`src/rtl/wifi_tx_puncture_ctrl.sv`:
```
// Puncturing sequencer between the convolutional encoder and the interleaver.
// Optional: define WIFI_PUNCT_R23_EN to build rate 2/3; otherwise rate=10 is reserved.
module wifi_tx_puncture_ctrl #(
  parameter int LEN_W = 16
) (
  input  logic             clk,
  input  logic             reset,
  input  logic             enable,
  input  logic [1:0]       rate,
  input  logic [LEN_W-1:0] num_out,
  input  logic             valid_in,
  input  logic             data_in,
  output logic             valid_out,
  output logic             data_out,
  output logic             finished,
  output logic             busy,
  output logic             rate_err
);

  typedef enum logic [1:0] {IDLE, RUN, DONE} state_t;

  localparam logic [1:0] R12 = 2'b00;
  localparam logic [1:0] R34 = 2'b01;
`ifdef WIFI_PUNCT_R23_EN
  localparam logic [1:0] R23 = 2'b10;
`endif

  state_t           state;
  logic [1:0]       rate_q;
  logic [LEN_W-1:0] len_q;
  logic [LEN_W-1:0] out_cnt;
  logic [LEN_W-1:0] cnt_inc;
  logic [2:0]       ptr;
  logic [2:0]       ptr_nxt;
  logic             en_q;
  logic             keep;
  logic             wrap;
  logic [1:0]       eff_rate;
  logic             reserved;

  // Reserved codes fall back to the 1/2 pattern and raise rate_err.
  always_comb begin
    eff_rate = R12;
    reserved = 1'b0;
    case (rate)
      2'b00: eff_rate = R12;
      2'b01: eff_rate = R34;
`ifdef WIFI_PUNCT_R23_EN
      2'b10: eff_rate = R23;
`endif
      default: reserved = 1'b1;
    endcase
  end

  always_comb begin
    keep = 1'b1;
    wrap = (ptr == 3'd1);
    case (rate_q)
      R34: begin
        keep = !(ptr == 3'd3 || ptr == 3'd4);
        wrap = (ptr == 3'd5);
      end
`ifdef WIFI_PUNCT_R23_EN
      R23: begin
        keep = (ptr != 3'd3);
        wrap = (ptr == 3'd3);
      end
`endif
      default: ;
    endcase
  end

  assign ptr_nxt = wrap ? 3'd0 : ptr + 3'd1;
  assign cnt_inc = out_cnt + 1'b1;

  always_ff @(posedge clk or negedge reset) begin
    if (!reset) begin
      state     <= IDLE;
      rate_q    <= R12;
      len_q     <= '0;
      out_cnt   <= '0;
      ptr       <= '0;
      en_q      <= 1'b1;  // an enable held high across reset is not a fresh edge
      valid_out <= 1'b0;
      data_out  <= 1'b0;
      finished  <= 1'b0;
      busy      <= 1'b0;
      rate_err  <= 1'b0;
    end else begin
      en_q      <= enable;
      valid_out <= 1'b0;
      data_out  <= 1'b0;
      finished  <= 1'b0;
      case (state)
        IDLE: begin
          if (enable && !en_q) begin
            rate_q   <= eff_rate;
            len_q    <= num_out;
            ptr      <= '0;
            out_cnt  <= '0;
            rate_err <= reserved;
            if (num_out == '0) begin
              state <= DONE;
            end else begin
              state <= RUN;
              busy  <= 1'b1;
            end
          end
        end
        RUN: begin
          if (valid_in) begin
            ptr <= ptr_nxt;
            if (keep) begin
              valid_out <= 1'b1;
              data_out  <= data_in;
              out_cnt   <= cnt_inc;
            end
          end
          // Abort outranks completion; the bit captured above still emits.
          if (!enable) begin
            state   <= IDLE;
            busy    <= 1'b0;
            ptr     <= '0;
            out_cnt <= '0;
          end else if (valid_in && keep && cnt_inc == len_q) begin
            state <= DONE;
            busy  <= 1'b0;
          end
        end
        DONE: begin
          finished <= 1'b1;
          state    <= IDLE;
        end
        default: state <= IDLE;
      endcase
    end
  end

endmodule

```
`config.mk`:
```
export PLATFORM = sky130hd
export DESIGN_NAME = wifi_tx_puncture_ctrl
export DESIGN_NICKNAME = d
export VERILOG_FILES = /design/src/rtl/wifi_tx_puncture_ctrl.sv
export SDC_FILE = /design/constraint.sdc
export NUM_CORES = 1
export LEC_CHECK = 0
export ABC_AREA = 1
export CAP_MARGIN = 10
export CORE_UTILIZATION = 40
export DETAILED_ROUTE_END_ITERATION = 6
export DONT_BUFFER_PORTS = 1
export HOLD_SLACK_MARGIN = 0.1
export SLEW_MARGIN = 10
export SYNTH_ARGS = -nofsm -noshare
export SYNTH_HDL_FRONTEND = slang
export SYNTH_SLANG_ARGS = --single-unit
```
`constraint.sdc`:
```
create_clock -name clk -period 2.21 [get_ports clk]
set_input_delay 0.442 -clock clk [delete_from_list [all_inputs] [get_ports clk]]
set_output_delay 0.442 -clock clk [all_outputs]
set_load 0.05 [all_outputs]
```
==> metrics.md <==
| Metric | Value |
|---|---|
| Status | `finished, final reports clean` |
| Layout Skew | `0.005708 ns` |
| Combinational power share | `28.7%` |
| Die height | `81.83 um` |
| Synth top area share | `42.22%` |
| Critical setup path kind | `register to register` |
| Synth area leaders | `dfrtp_1 (42%), nand2_1 (12%), inv_1 (7.2%), nand3_1 (4.9%), nor2_1 (4.7%)` |
| First-pass GRT wire length | `9729 um` |
| Synth Net Count | `355` |
| Fmax | `497.1 MHz` |
| Die Wd | `81.83 um` |
| Mapped Area | `0.002549 mm2` |
| Synth unique cells | `31` |
| Most common cell in the netlist | `nand2_1` |
| Largest net degree at the start of global routing | `45` |
| Sequential area share after synthesis | `43.25%` |
| CTS Sinks | `44` |
| EDFF count, synth | `0` |
| Fraction of layout cells with a size suffix above 1 | `10.95%` |
| Reg2Reg Depth | `17` |
| Synthesized flop and latch total | `44` |
| GRT Overall Usage | `19.83%` |
| Final HPWL DP | `4246 um` |
| Switch share | `35.56%` |
| P_leak | `1.350 nW` |
| Fraction of registers with async set/reset | `100.0%` |
| Longest Clk Path Bufs | `2` |
| WP data required | `2.40 ns` |
| Post-synth top area cell | `dfrtp_1` |
| Routed vias | `2130` |
| Min-delay src | `enable` |
| Minimum clock period | `2.012 ns` |
| IO Pins | `28` |
| R2r setup slk | `0.20 ns` |
| Drt first pass iters | `4` |
| CP Capture Type | `register` |
| PD cells | `1049 mW/mm2` |
| Max Slew Vio Count | `0` |
| Vias in the first global route | `2043` |
| Worst Path Max Fanout | `5` |
| Max-cap violations | `0` |
| Worst vdd ir | `0.6836 mV` |
| Clk pwr share | `28.4%` |
| Clock Tree Root | `clkbuf_8` |
| Post-synth top cells | `nand2_1 (82), inv_1 (49), dfrtp_1 (43)` |
| Setup_tns | `0 ns` |
| DRC violation count after routing | `0` |
| Overall power | `0.003000 W` |
| Worst EP arrival | `2.21 ns` |
| DR vias/cell | `5.157` |
| WL/cell | `13.97 um` |
| Fin crit share | `91.03%` |
| CP startpoint kind | `register` |
| TritonCTS clock tree | `built` |
| Final wirelength | `5771 um` |
| Filler cells | `590` |
| Final setup violation count | `0` |
| Relative slew slack | `64.00%` |
| Starting Density | `42.30%` |
| # H-tree levels | `2` |
| Initial antenna violation count | `0` |
| Hold Path Class | `primary input to register` |
| Core outline area | `0.006026 mm2` |
| Ant. Diodes | `0` |
| Final net count | `364` |
| Worst-skew pair later-pin latency | `0.30 ns` |
| Reg2reg end | `busy` |
| Most common flop cell mapped by yosys | `dfrtp_1` |
| Hold Crit Depth | `0` |
| RSZ-0062 raised after global routing | `no` |
| R2R Path Start | `out_cnt[0]` |
| Gpl congestion | `0.8210` |
| Total grt overflow | `0` |
| Slew at the pin closest to its max-slew limit | `0.5387 ns` |
| Initial DRC count | `195` |
| Reg power frac | `42.9%` |
| Hold EP | `en_q` |
| CTS Buf Count | `5` |
| Area Growth Syn to Fin | `12.22%` |
| Row Count | `28` |
| P_int | `0.001933 W` |
| IO buf count | `0` |
| Syn Inst Count | `328` |
| Die Area | `0.006695 mm2` |
| Clk pin slew, worst setup/hold paths | `0.09 ns` |
| Synth warnings | `0` |
| P_sw | `0.001067 W` |
| Detail Route Antenna Nets | `0` |
| Final hold vios | `0` |
| Mean Syn Cell Area | `7.770 um2` |
==> power by group through the flow <==
stage	clock, W	combinational (W)	sequential [W]
after global routing	0.000897	0.000990	0.00132
after detailed placement	0	0.000821	0.00131
final	0.000852	0.000862	0.00129
after floorplan	0	0.000659	0.00125
after CTS	0.000871	0.000849	0.00129
after global placement	0	0.000817	0.00130
==> cells in the final DEF, fill, tap and decap left out, drive strengths merged <==
cell / n
xor2: 3
dfrtp: 43
bufinv: 3
dfstp: 1
a22o: 1
and3: 1
buf: 7
nor2: 38
mux2: 4
ha: 4
a21oi: 8
dlygate4sd3: 1
o21ai: 17
o22ai: 15
nand3b: 5
nand4: 11
xnor2: 1
nand2: 85
mux2i: 1
nand3: 28
or2: 2
clkbuf: 5
a21boi: 1
nor4: 2
inv: 49
xnor3: 2
==> worst max-delay path by stage <==
| stage | endpoint | from | slack, ns |
|---|---|---|---|
| floorplan | busy | out_cnt[0] | 0.50 |
| finish | busy | out_cnt[0] | 0.20 |
| global route | out_cnt[14] | ptr[0] | 0.01 |
| detailed placement | out_cnt[14] | ptr[0] | 0.21 |
| CTS | out_cnt[14] | ptr[0] | 0.20 |
| global placement | busy | out_cnt[0] | 0.27 |
==> critical path, cell delays in order (launching register included) <==
cell     delay (ns)
dfrtp_1        0.41
ha_2           0.21
nand2_1        0.12
nor2_4         0.20
buf_4          0.13
nand2_1        0.05
nand2_1        0.07
nand2_1        0.05
nand2_1        0.06
nand2_1        0.05
inv_1          0.05
nand2_1        0.05
nor2_1         0.12
nand3_2        0.10
nand2_2        0.09
nand2_1        0.05
nand2_1        0.05
nand2_1        0.05
==> registers in the layout, indices dropped and copies added (netlist names), 2 cells and up <==
name / flops
out_cnt: 16
ptr: 3
len_q: 16
state: 2
==> area by class of cell <==
type                            count  area (um2)  area share, %
Clock buffer                        5       68.82          2.406
Clock inverter                      3       90.09          3.150
Inverter                           49       183.9          6.430
Multi-Input combinational cell    229        1239          43.31
Sequential cell                    44        1102          38.54
Tap cell                           75       93.84          3.281
Timing Repair Buffer                8       82.58          2.887
==> repair_timing <==
action                     in CTS  in global routing
setup endpoints to repair       0                  2
gates resized for setup         0                  1
hold buffers                    2                  0
hold endpoints to repair       44                  0
buffers inserted                0                  3
==> metal layers <==
layer / share of wire (%) / vias to the layer above / global-route usage, %
met4: 1.6 / 0 / 8.246
met3: 5.5 / 8 / 4.333
met2: 46 / 60 / 30.08
li1: - / 1084 / -
met1: 47 / 978 / 27.29
met5: 0 / - / 0
==> cells by family (layout without fill, tap and decap cells) <==
logic type / Yosys count / after routing / share of synthesized area [%]
and+or+nand+nor: 172 / 172 / 31.71
buffers and inverters: 55 / 65 / 8.247
DFF: 44 / 44 / 43.25
AOI/OAI and AO/OA: 42 / 42 / 9.524
xor gates and xnor gates: 6 / 6 / 3.142
muxes: 5 / 5 / 2.160
adders and majority gates: 4 / 4 / 1.964
==> through the flow <==
stage | cell area, um2 | setup slack, ns | hold slack [ns] | utilization [%] | std cells
final | 2860 | 0.1981 | 0.1309 | 47.47 | 413
after floorplan | 2549 | 0.4990 | 0.1464 | - | 328
after global routing | 2860 | 0.01085 | 0.1124 | 47.47 | 413
after global placement | 2639 | 0.2699 | 0.1485 | 43.79 | 400
after CTS | 2835 | 0.1958 | 0.1199 | 47.05 | 410
after detailed placement | 2639 | 0.2139 | 0.1492 | 43.79 | 400
Note: power is estimated with default switching activity, not from simulation.
